--- src/rtl/controle_pilha_pkg.sv ---
// rtl/controle_pilha_pkg.sv - shared defaults and FSM encoding for the stack controller
//
// Purpose: holds the default word width, stack depth and address width used by
//          controle_pilha and contador_pilha, plus the controller state encoding.
// Contents:
//   LARGURA_PADRAO  - default data word width (16)
//   TAMANHO_PADRAO  - default stack depth in words (64)
//   ENDERECO_PADRAO - default address width, log2 of depth (6)
//   estado_t        - controller states OCIOSO/ESCREVE/LE/CAPTURA (2-bit)
package controle_pilha_pkg;

  localparam int LARGURA_PADRAO  = 16;
  localparam int TAMANHO_PADRAO  = 64;
  localparam int ENDERECO_PADRAO = 6;

  typedef enum logic [1:0] {
    OCIOSO  = 2'd0,
    ESCREVE = 2'd1,
    LE      = 2'd2,
    CAPTURA = 2'd3
  } estado_t;

endpackage : controle_pilha_pkg

--- src/rtl/contador_pilha.sv ---
// rtl/contador_pilha.sv - saturating stack occupancy counter with full/empty decode
//
// Purpose: tracks how many words are on the stack. Increments on inc, decrements
//          on dec, never goes above Tamanho_da_pilha nor below zero.
// Ports:
//   clk      in   clock, rising edge
//   rst_n    in   asynchronous active-low reset, clears the count
//   inc      in   add one word (closing edge of a write)
//   dec      in   remove one word (closing edge of a read)
//   contagem out  current occupancy, Tamanho_endereco+1 bits
//   cheia    out  occupancy equals Tamanho_da_pilha (combinational)
//   vazia    out  occupancy equals zero (combinational)
module contador_pilha
  import controle_pilha_pkg::*;
#(
  parameter int Tamanho_da_pilha = TAMANHO_PADRAO,
  parameter int Tamanho_endereco = ENDERECO_PADRAO
) (
  input  logic                    clk,
  input  logic                    rst_n,
  input  logic                    inc,
  input  logic                    dec,
  output logic [Tamanho_endereco:0] contagem,
  output logic                    cheia,
  output logic                    vazia
);

  localparam logic [Tamanho_endereco:0] CHEIO = Tamanho_da_pilha[Tamanho_endereco:0];
  localparam logic [Tamanho_endereco:0] ZERO  = '0;

  logic [Tamanho_endereco:0] contagem_q;
  logic [Tamanho_endereco:0] contagem_d;

  // The FSM never asks for both at once, but the guards keep the count inside
  // [0, depth] even if it did.
  always_comb begin
    contagem_d = contagem_q;
    if (inc && !dec && (contagem_q != CHEIO)) begin
      contagem_d = contagem_q + 1'b1;
    end else if (dec && !inc && (contagem_q != ZERO)) begin
      contagem_d = contagem_q - 1'b1;
    end
  end

  always_ff @(posedge clk or negedge rst_n) begin
    if (!rst_n) begin
      contagem_q <= '0;
    end else begin
      contagem_q <= contagem_d;
    end
  end

  assign contagem = contagem_q;
  assign cheia    = (contagem_q == CHEIO);
  assign vazia    = (contagem_q == ZERO);

endmodule : contador_pilha

--- src/rtl/controle_pilha.sv ---
// rtl/controle_pilha.sv - LIFO stack controller driving an external single-port memory
//
// Purpose: accepts push/pop requests while idle, sequences the external memory
//          (write in one cycle, read in two), and reports the popped word.
// Ports:
//   clk, rst_n  clock (rising edge) and asynchronous active-low reset
//   push, pop   requests, sampled only in OCIOSO; push wins if both are set
//   dado_in     word to push
//   dado_out    popped word, held until the next pop completes
//   valido_out  one-cycle pulse when dado_out carries a new pop result
//   ocupado     an operation is in progress
//   cheia/vazia occupancy at depth / at zero
//   erro        one-cycle pulse for a rejected or conflicting request
//   contagem    current occupancy
//   Endereco    memory address, zero-extended
//   io          memory direction, 1 = write, 0 = read
//   mem_wdata   write data towards memory
//   mem_rdata   registered read data from memory
module controle_pilha
  import controle_pilha_pkg::*;
#(
  parameter int Largura_da_pilha = LARGURA_PADRAO,
  parameter int Tamanho_da_pilha = TAMANHO_PADRAO,
  parameter int Tamanho_endereco = ENDERECO_PADRAO
) (
  input  logic                        clk,
  input  logic                        rst_n,
  input  logic                        push,
  input  logic                        pop,
  input  logic [Largura_da_pilha-1:0] dado_in,
  output logic [Largura_da_pilha-1:0] dado_out,
  output logic                        valido_out,
  output logic                        ocupado,
  output logic                        cheia,
  output logic                        vazia,
  output logic                        erro,
  output logic [Tamanho_endereco:0]   contagem,
  output logic [Largura_da_pilha-1:0] Endereco,
  output logic                        io,
  output logic [Largura_da_pilha-1:0] mem_wdata,
  input  logic [Largura_da_pilha-1:0] mem_rdata
);

  estado_t                       estado_q, estado_d;
  logic [Tamanho_endereco-1:0]   end_q, end_d;
  logic                          io_q, io_d;
  logic [Largura_da_pilha-1:0]   wdata_q, wdata_d;
  logic [Largura_da_pilha-1:0]   dado_q, dado_d;
  logic                          valido_q, valido_d;
  logic                          erro_q, erro_d;

  logic                          inc;
  logic                          dec;
  logic [Tamanho_endereco:0]     contagem_menos_um;
  logic [Largura_da_pilha-1:0]   barramento;

  contador_pilha #(
    .Tamanho_da_pilha (Tamanho_da_pilha),
    .Tamanho_endereco (Tamanho_endereco)
  ) u_contador (
    .clk      (clk),
    .rst_n    (rst_n),
    .inc      (inc),
    .dec      (dec),
    .contagem (contagem),
    .cheia    (cheia),
    .vazia    (vazia)
  );

  // Shared memory data bus: carries our write word while io=1, otherwise the
  // memory's read data. Pop results are taken from this bus.
  assign barramento = io_q ? wdata_q : mem_rdata;

  assign contagem_menos_um = contagem - 1'b1;

  always_comb begin
    estado_d = estado_q;
    end_d    = end_q;
    io_d     = io_q;
    wdata_d  = wdata_q;
    dado_d   = dado_q;
    valido_d = 1'b0;
    erro_d   = 1'b0;
    inc      = 1'b0;
    dec      = 1'b0;

    case (estado_q)
      OCIOSO: begin
        io_d = 1'b0;
        if (push) begin
          // Simultaneous pop is dropped and flagged; the push still runs.
          if (pop) begin
            erro_d = 1'b1;
          end
          if (!cheia) begin
            wdata_d  = dado_in;
            end_d    = contagem[Tamanho_endereco-1:0];
            io_d     = 1'b1;
            estado_d = ESCREVE;
          end else begin
            erro_d = 1'b1;
          end
        end else if (pop) begin
          if (!vazia) begin
            end_d    = contagem_menos_um[Tamanho_endereco-1:0];
            io_d     = 1'b0;
            estado_d = LE;
          end else begin
            erro_d = 1'b1;
          end
        end
      end

      ESCREVE: begin
        inc      = 1'b1;
        io_d     = 1'b0;
        estado_d = OCIOSO;
      end

      // Memory registers the read word on the edge closing this state.
      LE: begin
        estado_d = CAPTURA;
      end

      CAPTURA: begin
        dado_d   = barramento;
        valido_d = 1'b1;
        dec      = 1'b1;
        estado_d = OCIOSO;
      end

      default: begin
        estado_d = OCIOSO;
      end
    endcase
  end

  always_ff @(posedge clk or negedge rst_n) begin
    if (!rst_n) begin
      estado_q <= OCIOSO;
      end_q    <= '0;
      io_q     <= 1'b0;
      wdata_q  <= '0;
      dado_q   <= '0;
      valido_q <= 1'b0;
      erro_q   <= 1'b0;
    end else begin
      estado_q <= estado_d;
      end_q    <= end_d;
      io_q     <= io_d;
      wdata_q  <= wdata_d;
      dado_q   <= dado_d;
      valido_q <= valido_d;
      erro_q   <= erro_d;
    end
  end

  assign ocupado    = (estado_q != OCIOSO);
  assign io         = io_q;
  assign Endereco   = Largura_da_pilha'(end_q);
  assign mem_wdata  = wdata_q;
  assign dado_out   = dado_q;
  assign valido_out = valido_q;
  assign erro       = erro_q;

endmodule : controle_pilha
--- config.mk ---
export PLATFORM = sky130hd
export DESIGN_NAME = controle_pilha
export DESIGN_NICKNAME = d
export VERILOG_FILES = /design/src/rtl/controle_pilha_pkg.sv /design/src/rtl/contador_pilha.sv /design/src/rtl/controle_pilha.sv
export SDC_FILE = /design/constraint.sdc
export NUM_CORES = 1
export LEC_CHECK = 0
export BUFFER_PORTS_ARGS = -buffer_cell sky130_fd_sc_hd__buf_2
export CORE_MARGIN = 5
export CORE_UTILIZATION = 50
export CTS_BUF_LIST = sky130_fd_sc_hd__clkbuf_8
export DETAILED_ROUTE_END_ITERATION = 8
export GPL_ROUTABILITY_DRIVEN = 0
export GPL_TIMING_DRIVEN = 1
export PLACE_DENSITY = 0.81
export SYNTH_ARGS = -nofsm -noshare
export SYNTH_HDL_FRONTEND = slang
export SYNTH_HIERARCHICAL = 1
export SYNTH_SLANG_ARGS = --single-unit
--- constraint.sdc ---
create_clock -name clk -period 7.6 [get_ports clk]
set_clock_uncertainty 0.05 [all_clocks]
set_input_delay 1.52 -clock clk [delete_from_list [all_inputs] [get_ports clk]]
set_output_delay 1.52 -clock clk [all_outputs]
set_load 0.05 [all_outputs]
# --- Yosys cells after proc, flatten, opt, wreduce, memory -nomap -nowiden ---
# Cells that the tools add are included.
# Widths: inputs -> output; s select.
op_classes:
  addsub: 2
  eq_ne: 10
  n_mux: 23
  n_bitwise: 1
  reduce_logical: 17
ops:
  columns: ["cell", "n"]
  rows:
  - ["$mux 6", 4]
  - ["$mux 16", 1]
  - ["$mux 7", 2]
  - ["$mux 1", 10]
  - ["$ne 3x3->1 const B", 3]
  - ["$mux 2", 4]
  - ["$reduce_bool 2->1", 4]
  - ["$add 7x1->7 const B", 1]
  - ["$eq 7x7->1 const B", 1]
  - ["$logic_not 7->1", 1]
  - ["$ne 7x7->1 const B", 1]
  - ["$reduce_bool 7->1", 1]
  - ["$sub 7x1->7 const B", 1]
  - ["$pmux 2 s3", 1]
  - ["$reduce_and 3->1", 2]
  - ["$eq 2x2->1 const B", 2]
  - ["$logic_and 1x1->1", 4]
  - ["$ne 2x2->1 const B", 2]
  - ["$reduce_and 4->1", 1]
  - ["$eq 2x1->1 const B", 1]
  - ["$logic_not 1->1", 2]
  - ["$logic_not 2->1", 1]
  - ["$pmux 1 s2", 1]
  - ["$reduce_or 2->1", 1]
  - ["$not 1->1", 1]
totals:
  ff_bits: 50

# --- Longest topological paths before layout ---
# Gate-level depths: netlist of run 1.
depth:
  ltp_word: 7
  ltp_mapped: 10
  ltp_nobuf: 8

# --- Hierarchy ---
# The synthesis of run 1 kept the hierarchy.
by_module_without_submodules:
  columns: ["mod", "instances", "cells_per_inst", "area_each_um2", "seq_area_each_um2"]
  rows:
  - ["controle_pilha", 1, 163, 1981.9, 1076.0]
  - ["contador_pilha", 1, 56, 600.6, 175.2]

# --- Least setup slack after synthesis of run 1 ---
# Ideal clock, no wire load.
synth_path:
  path_type: "register -> output"
  start: "register u_contador.contagem_q[0], in the netlist u_contador/contagem[0]"
  end: "output port vazia"
  arrival_time_ns: 1.682
  t_required_ns: 6.030
  setup_slack_ns: 4.348
  stages_incl_launch_ff: 4
  path_buffers: 0
  cell_sequence: "dfrtp_1 -> nor4_2 -> nand3_1 -> inv_1"
synth_between:
  elab_chain_cells: 1
synth_lines:
  columns: ["element", "line", "text"]
  rows:
  - ["from (decl)", "contador_pilha.sv:31", "logic [Tamanho_endereco:0] contagem_q;"]
  - ["from (signal assigned)", "contador_pilha.sv:49", "contagem_q <= contagem_d;"]
  - ["$logic_not 7->1", "contador_pilha.sv:55", "assign vazia = (contagem_q == ZERO);"]
  - ["to (decl)", "controle_pilha.sv:35", "output logic vazia,"]
# Every way passes these cells.

# --- Worst setup path in the final report of run 1 ---
# Same ends and word-level chain as after synthesis.

==> results.md, run 1 <==
- **Synth Flop Type** sky130_fd_sc_hd__dfrtp_1
- **n_diodes** 0
- **routed wire length** 5.684 mm
- **post-synthesis average cell area** 11.79 um^2
- **number of hold buffers added after cts** 0
- **DRT iter0 DRCs** 37
- **number of antenna violations at the first check in global routing** 0
- **count of input and output buffers** 86
- **critical path class** reg -> out
- **cells after synthesis** 219
- **proportion of synthesized chip area in sequential cells** 48.45%
- **final count of negative-setup-slack endpoints** 0
- **endpoints failing hold** 0
- **DRT Pass-1 Iters** 4
- **source of the worst register-to-register timing path** estado_q[1]
- **kind of end point of the critical path** primary output
- **drt via density** 5.019
- **vias in the first global route** 1922
- **TritonCTS clock tree** yes
- **Clock transition at path regs** 90 ps
- **Max Clk Rate** 288.7 MHz
- **CTS H-tree depth** 2
- **vias post-DR** 1872
- **most common cell in the synthesized netlist** sky130_fd_sc_hd__dfrtp_1
- **wire length of the first global-routing pass** 8.997 mm
- **Max stage delay on crit path** 510 ps
- **startpoint of the tightest hold check path** estado_q[0]
- **die area** 0.006702 mm^2
- **Cell variety after synth** 44
- **arrival time of data at the critical path endpoint** 1890 ps
- **Max-cap violations** 0
- **Async SR Flop Fraction** 100.0%
- **number of setup buffers added after CTS** 0
- **highest fanout seen on the critical path** 9
- **Synth-to-Final Area Change** 20.40%
- **logic depth of the worst register-to-register path** 8
- **Rel. slew slack** 26.17%
- **destination of the worst hold path** estado_q[0]
- **cell count of the worst hold path** 1
- **kind of path behind the tightest hold check** reg -> reg
- **height of the chip** 81.87 um
- **Commonest cells post-synth** sky130_fd_sc_hd__dfrtp_1 (50), sky130_fd_sc_hd__mux2_2 (25), sky130_fd_sc_hd__a21oi_1 (20), sky130_fd_sc_hd__nor2_1 (20), sky130_fd_sc_hd__mux2i_1 (19)
- **number of storage elements in the synthesis netlist** 50
- **Critical Path Source** u_contador/contagem[0]
- **endpoint of the worst-slack reg-to-reg timing path** u_contador/contagem[6]
- **number of enable-type register cells in the synthesized netlist** 0
- **final critical-path share of the clock period** 45.57%
- **top post-synthesis cells by area** sky130_fd_sc_hd__dfrtp_1 (48%), sky130_fd_sc_hd__mux2_2 (11%), sky130_fd_sc_hd__mux2i_1 (7.4%)
- **required time worst endpoint** 6030 ps
- **Synth Cell Area** 0.002582 mm^2
- **fraction of layout instances using a drive strength above 1** 42.57%
- **reg2reg setup slack** 4210 ps
- **remaining antenna violation count** 0
- **final routed wire length divided by cell count** 15.24 um
- **Slew Viols, Final** 0
- **Max stage delay cell, worst path** sky130_fd_sc_hd__dfrtp_1
- **area inside the core boundary** 0.005075 mm^2
- **RSZ-0062 raised after global routing** no
- **cell accounting for the most synthesized area** sky130_fd_sc_hd__dfrtp_1
- **remaining routing DRC violations** 0
- **Tightest Pin Transition** 1108 ps
- **initial cell density of the core** 50.89%
- **post-cts sizing count** 0
- **clock buffer count from CTS** 5
- **Critical Path, Cell by Cell** nor4_2, nand3_1, inv_1, buf_2
- **Bufs on Longest Clock Path** 2
- **total routing resource utilization after global routing** 17.57%
- **area share of the largest cell type after synthesis** 48.45%
- **largest net degree at the start of global routing** 51
- **number of warnings issued by yosys** 6
- **number of primary I/O pins** 97
- **Clock Sink Count** 50
- **setup TNS after final layout** 0 ps
- **element type at the critical path start** flop
- **root cell of the clock tree** sky130_fd_sc_hd__clkbuf_8
- **number of placement rows** 26
- **min cycle time layout** 3464 ps
- **post-DP HPWL** 4.231 mm
- **clock latency of the later-clocked register in the worst-skew pair** 300 ps
- **run status** completed
- **chip width** 81.87 um
- **GRT Residual Overflow** 0
- **final net count** 345
-- kinds of logic (layout without fill, tap and decap cells) --
| logic type | count (synthesis) | in the layout | synth area share [%] |
|---|---|---|---|
| compound gates | 39 | 39 | 10.37 |
| xor+xnor | 7 | 7 | 2.374 |
| fa+ha+maj | 7 | 7 | 3.682 |
| buf+inv | 25 | 100 | 6.056 |
| flops | 50 | 50 | 48.45 |
| mux | 46 | 46 | 19.14 |
| other cells | 1 | 10 | 0.1452 |
| simple gates | 44 | 44 | 9.787 |
-- critical path: cells and delay by family, from the launching register on --
family / cells / cell delay, ps
DFF: 1 / 510
buffers and inverters: 2 / 390
and+or+nand+nor: 2 / 680
-- layer usage --
metal / GRT usage [%] / up-vias / wire length [um] / part of all wire [%]
met5: 0 / - / 0 / 0
met4: 4.485 / 0 / 36 / 0.63
met3: 5.921 / 4 / 508 / 8.9
met2: 29.16 / 74 / 2752 / 48
met1: 21.95 / 884 / 2386 / 42
li1: - / 910 / - / -
-- layout by cell type (no fill, tap or decap), types with 2 or more instances in the layout --
cell | synthesis | routed
sky130_fd_sc_hd__a211oi_1 | 3 | 3
sky130_fd_sc_hd__a21oi_1 | 20 | 20
sky130_fd_sc_hd__mux2i_1 | 19 | 19
sky130_fd_sc_hd__conb_1 | 1 | 10
sky130_fd_sc_hd__a21o_1 | 2 | 2
sky130_fd_sc_hd__o21a_1 | 2 | 2
sky130_fd_sc_hd__nand2b_1 | 2 | 2
sky130_fd_sc_hd__mux2_2 | 25 | 25
sky130_fd_sc_hd__and3_1 | 2 | 2
sky130_fd_sc_hd__inv_1 | 6 | 6
sky130_fd_sc_hd__clkinv_2 | 0 | 2
sky130_fd_sc_hd__and2b_2 | 2 | 2
sky130_fd_sc_hd__clkbuf_8 | 0 | 5
sky130_fd_sc_hd__xnor2_1 | 4 | 4
sky130_fd_sc_hd__o21ai_0 | 3 | 3
sky130_fd_sc_hd__xor2_1 | 3 | 3
sky130_fd_sc_hd__nor2_1 | 20 | 20
sky130_fd_sc_hd__nand2_1 | 3 | 3
sky130_fd_sc_hd__ha_1 | 6 | 6
sky130_fd_sc_hd__a21boi_0 | 2 | 2
sky130_fd_sc_hd__buf_2 | 2 | 86
sky130_fd_sc_hd__mux2_1 | 2 | 2
sky130_fd_sc_hd__dfrtp_1 | 50 | 50
sky130_fd_sc_hd__and2_1 | 2 | 2
sky130_fd_sc_hd__nor2b_1 | 3 | 3
-- sequential cells by signal, indices dropped and copies added, names as in the netlist --
register and flops:
dado_out 16, estado_q 2, mem_wdata 16, end_q 6, valido_out 1, u_contador/contagem 7, io 1, erro 1
-- through the flow --
stage	util [%]	hold slack, ps	area, um^2	setup slack, ps	instances
2_1_floorplan	-	391.1	2616	4348	228
3_3_place_gp	59.12	401.6	3000	4391	365
3_5_place_dp	59.12	420.4	3000	4237	365
4_1_cts	61.27	437.9	3109	4120	373
5_1_grt	61.27	455.1	3109	4025	373
6_report	61.27	436.3	3109	4137	373
-- area by class of cell --
class	instances	area [um^2]
Clock buffer	5	68.82
Clock inverter	3	40.04
Fill cell	450	1966
Inverter	6	22.52
Multi-Input combinational cell	153	1209
Sequential cell	50	1251
Tap cell	70	87.58
Timing Repair Buffer	86	430.4
-- how the worst max path moves through the flow --
stage | end | slack [ps]
detailed placement | u_contador/contagem[6] | 4240
finish | vazia | 4140
CTS | vazia | 4120
global route | vazia | 4030
global placement | u_contador/contagem[5] | 4390
floorplan | vazia | 4350
Power of run 1 is not shown: default switching activity piles up to over one toggle a cycle in this logic, so the estimate is an artifact.
==> run 2, diff against run 1 <==
Settings changed: ABC_AREA from default to 1, CORE_UTILIZATION 50 to 46, PLACE_DENSITY 0.81 to 0.78.
Clock period 7.6 ns to 3 ns, I/O delays scaled along.
==> results.md, run 2 <==
- **run status** completed, unchanged
- **post-synthesis average cell area** 8.112 um^2, was 11.79 um^2
- **clock buffer count from CTS** 5, unchanged
- **most common cell after layout, fill and taps aside** sky130_fd_sc_hd__nand2_1, was sky130_fd_sc_hd__buf_2
- **final net count** 459, was 345
- **number of enable-type register cells in the synthesized netlist** 0, unchanged
- **post-DP HPWL** 5.090 mm, was 4.231 mm
- **number of placement rows** 27, was 26
- **Tightest Pin Transition** 573.1 ps, was 1108 ps
- **drt via density** 4.947, was 5.019
- **total routing resource utilization after global routing** 18.88%, was 17.57%
- **Max Clk Rate** 385.1 MHz
- **vias in the first global route** 2368, was 1922
- **Routed met3 length** 394 um, was 508 um
- **logic depth of the worst register-to-register path** 13, was 8
- **uppermost signal routing layer after detailed routing** met4, unchanged
- **initial cell density of the core** 47.88%, was 50.89%
- **post-cts sizing count** 0, unchanged
- **Synth-to-Final Area Change** 21.33%, was 20.40%
- **utilization after layout** 58.09%, was 61.27%
- **required time worst endpoint** 2350 ps, was 6030 ps
- **number of primary I/O pins** 97, unchanged
- **Async SR Flop Fraction** 100.0%, unchanged
- **cell accounting for the most synthesized area** sky130_fd_sc_hd__dfrtp_1, unchanged
- **Rel. slew slack** 61.65%, was 26.17%
- **count of input and output buffers** 86, unchanged
- **RSZ-0062 raised after global routing** no, unchanged
- **root cell of the clock tree** sky130_fd_sc_hd__clkbuf_8, unchanged
- **element type at the critical path start** flop, unchanged
- **GRT Residual Overflow** 0, unchanged
- **chip width** 86.17 um, was 81.87 um
- **met2 wire length** 3.572 mm, was 2.752 mm
- **critical path class** reg -> out, unchanged
- **Max-cap violations** 0, unchanged
- **final count of negative-setup-slack endpoints** 0, unchanged
- **Max stage delay on crit path** 500 ps, was 510 ps
- **kind of end point of the critical path** primary output, unchanged
- **source of the worst register-to-register timing path** estado_q[0], was estado_q[1]
- **top post-synthesis cells by area** sky130_fd_sc_hd__dfrtp_1 (47%), sky130_fd_sc_hd__nand2_1 (14%), sky130_fd_sc_hd__a21oi_1 (6.4%), was sky130_fd_sc_hd__dfrtp_1 (48%), sky130_fd_sc_hd__mux2_2 (11%), sky130_fd_sc_hd__mux2i_1 (7.4%)
- **detailed-routing wirelength on met1** 2.766 mm, was 2.386 mm
- **remaining antenna violation count** 0, unchanged
- **clock latency of the later-clocked register in the worst-skew pair** 310 ps, was 300 ps
- **height of the chip** 86.17 um, was 81.87 um
- **DRT Pass-1 Iters** 4, unchanged
- **critical path's top delay family** simple AND/OR/NAND/NOR gates, unchanged
- **number of warnings issued by yosys** 6, unchanged
- **vias post-DR** 2419, was 1872
- **total stage count of the critical path** 4, unchanged
- **DRT iter0 DRCs** 107, was 37
- **number of storage elements in the synthesis netlist** 50, unchanged
- **CTS H-tree depth** 2, unchanged
- **Synth Flop Type** sky130_fd_sc_hd__dfrtp_1, unchanged
- **endpoints failing hold** 0, unchanged
- **worst hold margin** 105.0 ps, was 436.3 ps
- **Synth Cell Area** 0.002669 mm^2, was 0.002582 mm^2
- **area inside the core boundary** 0.005574 mm^2, was 0.005075 mm^2
- **Critical Path Source** u_contador/contagem[0], unchanged
- **proportion of synthesized chip area in sequential cells** 46.88%, was 48.45%
- **final critical-path share of the clock period** 86.56%
- **cells after synthesis** 329, was 219
- **number of antenna violations at the first check in global routing** 0, unchanged
- **number of hold buffers added after cts** 0, unchanged
- **number of buffer and inverter stages on the critical path** 1, was 2
- **reg2reg setup slack** 660 ps, was 4210 ps
- **min cycle time layout** 2597 ps
- **fraction of layout instances using a drive strength above 1** 28.30%, was 42.57%
- **most prevalent standard cell on the critical path** sky130_fd_sc_hd__nor2_1
- **remaining routing DRC violations** 0, unchanged
- **die area** 0.007425 mm^2, was 0.006702 mm^2
- **TritonCTS clock tree** yes, unchanged
- **PnR worst setup slack** 403.3 ps, was 4137 ps
- **kind of path behind the tightest hold check** in -> async, was reg -> reg
- **Clock Sink Count** 50, unchanged
- **most common cell in the synthesized netlist** sky130_fd_sc_hd__nand2_1, was sky130_fd_sc_hd__dfrtp_1
- **setup TNS after final layout** 0 ps, unchanged
- **Cell variety after synth** 33, was 44
- **most frequent cells in the layout** sky130_fd_sc_hd__nand2_1 (103), sky130_fd_sc_hd__buf_2 (86), sky130_fd_sc_hd__dfrtp_1 (50), was sky130_fd_sc_hd__buf_2 (86), sky130_fd_sc_hd__dfrtp_1 (50), sky130_fd_sc_hd__mux2_2 (25)
- **Critical Path, Cell by Cell** nor2_1, nand2_2, nor2_1, buf_2, was nor4_2, nand3_1, inv_1, buf_2
- **arrival time of data at the critical path endpoint** 1950 ps, was 1890 ps
- **Max stage delay cell, worst path** sky130_fd_sc_hd__dfrtp_1, unchanged
- **largest net degree at the start of global routing** 23, was 51
- **capture point of the critical path** cheia, was vazia
- **endpoint of the worst-slack reg-to-reg timing path** u_contador/contagem[6], unchanged
- **final routed wire length divided by cell count** 13.97 um, was 15.24 um
- **highest fanout seen on the critical path** 9, unchanged
- **routed wire length** 6.830 mm, was 5.684 mm
- **n_diodes** 0, unchanged
- **wire length of the first global-routing pass** 11.19 mm, was 8.997 mm
- **dpl ws** 677.7 ps, was 4237 ps
- **area share of the largest cell type after synthesis** 46.88%, was 48.45%
- **Bufs on Longest Clock Path** 2, unchanged
- **Slew Viols, Final** 0, unchanged
- **Commonest cells post-synth** sky130_fd_sc_hd__nand2_1 (103), sky130_fd_sc_hd__dfrtp_1 (50), sky130_fd_sc_hd__a21oi_1 (34), sky130_fd_sc_hd__nand3_1 (30), sky130_fd_sc_hd__nor2_1 (29), was sky130_fd_sc_hd__dfrtp_1 (50), sky130_fd_sc_hd__mux2_2 (25), sky130_fd_sc_hd__a21oi_1 (20), sky130_fd_sc_hd__nor2_1 (20), sky130_fd_sc_hd__mux2i_1 (19)
- **number of setup buffers added after CTS** 0, unchanged
- **Clock transition at path regs** 100 ps, was 90 ps
[run 2: changes by cell type in the layout (fill, tap and decap cells not counted), moves of 3 or more]
cell                       delta
sky130_fd_sc_hd__buf_4        +4
sky130_fd_sc_hd__nand3_1     +29
sky130_fd_sc_hd__mux2i_1     -19
sky130_fd_sc_hd__a211oi_1     -3
sky130_fd_sc_hd__a21oi_1     +14
sky130_fd_sc_hd__mux2_2      -25
sky130_fd_sc_hd__nor2b_1      -3
sky130_fd_sc_hd__nand2_1    +100
sky130_fd_sc_hd__nor2_1       +9
sky130_fd_sc_hd__inv_1       +16
sky130_fd_sc_hd__nand4_1      +3
sky130_fd_sc_hd__nand2_4      +4
sky130_fd_sc_hd__a21oi_2      +3
[run 2: layer usage]
layer / GRT usage, % / vias up
met3: 3.232 / 7
li1: - / 1208
met4: 5.666 / 0
met2: 33.50 / 75
met5: 0 / -
met1: 23.48 / 1129
[run 2: worst min-delay path by stage]
stage / endpoint / slack [ps] / cells after the start
detailed placement: end_q[0] / 400 / 2
finish: io / 100 / 1
global route: io / 100 / 1
global placement: end_q[0] / 400 / 2
floorplan: dado_out[0] / 250 / 0
CTS: io / 110 / 1
[run 2: through the flow]
step | instances | cell area (um^2)
detailed placement | 481 | 3117
global placement | 481 | 3117
floorplan | 338 | 2703
global route | 489 | 3238
finish | 489 | 3238
CTS | 489 | 3238
[run 2: worst reg2reg max path, delay by kind of cell, from the launching register on]
kind,cells,cell delay [ps]
flops,1,470
simple gates,9,980
buf+inv,2,160
compound gates,1,220
fa+ha+maj,1,360
[run 2: cell families (layout without fill, tap and decap cells)]
kind of cell,Yosys count,in the layout,synth area share (%)
buf+inv,46,125,9.236
flops,50,50,46.88
xor+xnor,4,4,1.313
compound gates,44,44,9.658
simple gates,177,177,29.21
other cells,1,10,0.1405
fa+ha+maj,7,7,3.563
[run 2: final cells by class]
type	instances	area, um^2
Clock buffer	6	82.58
Timing Repair Buffer	90	460.4
Clock inverter	2	38.79
Multi-Input combinational cell	242	1205
Inverter	27	110.1
Sequential cell	50	1251
Fill cell	540	2336
Tap cell	72	90.09
Power of run 2 is left out for the same reason.
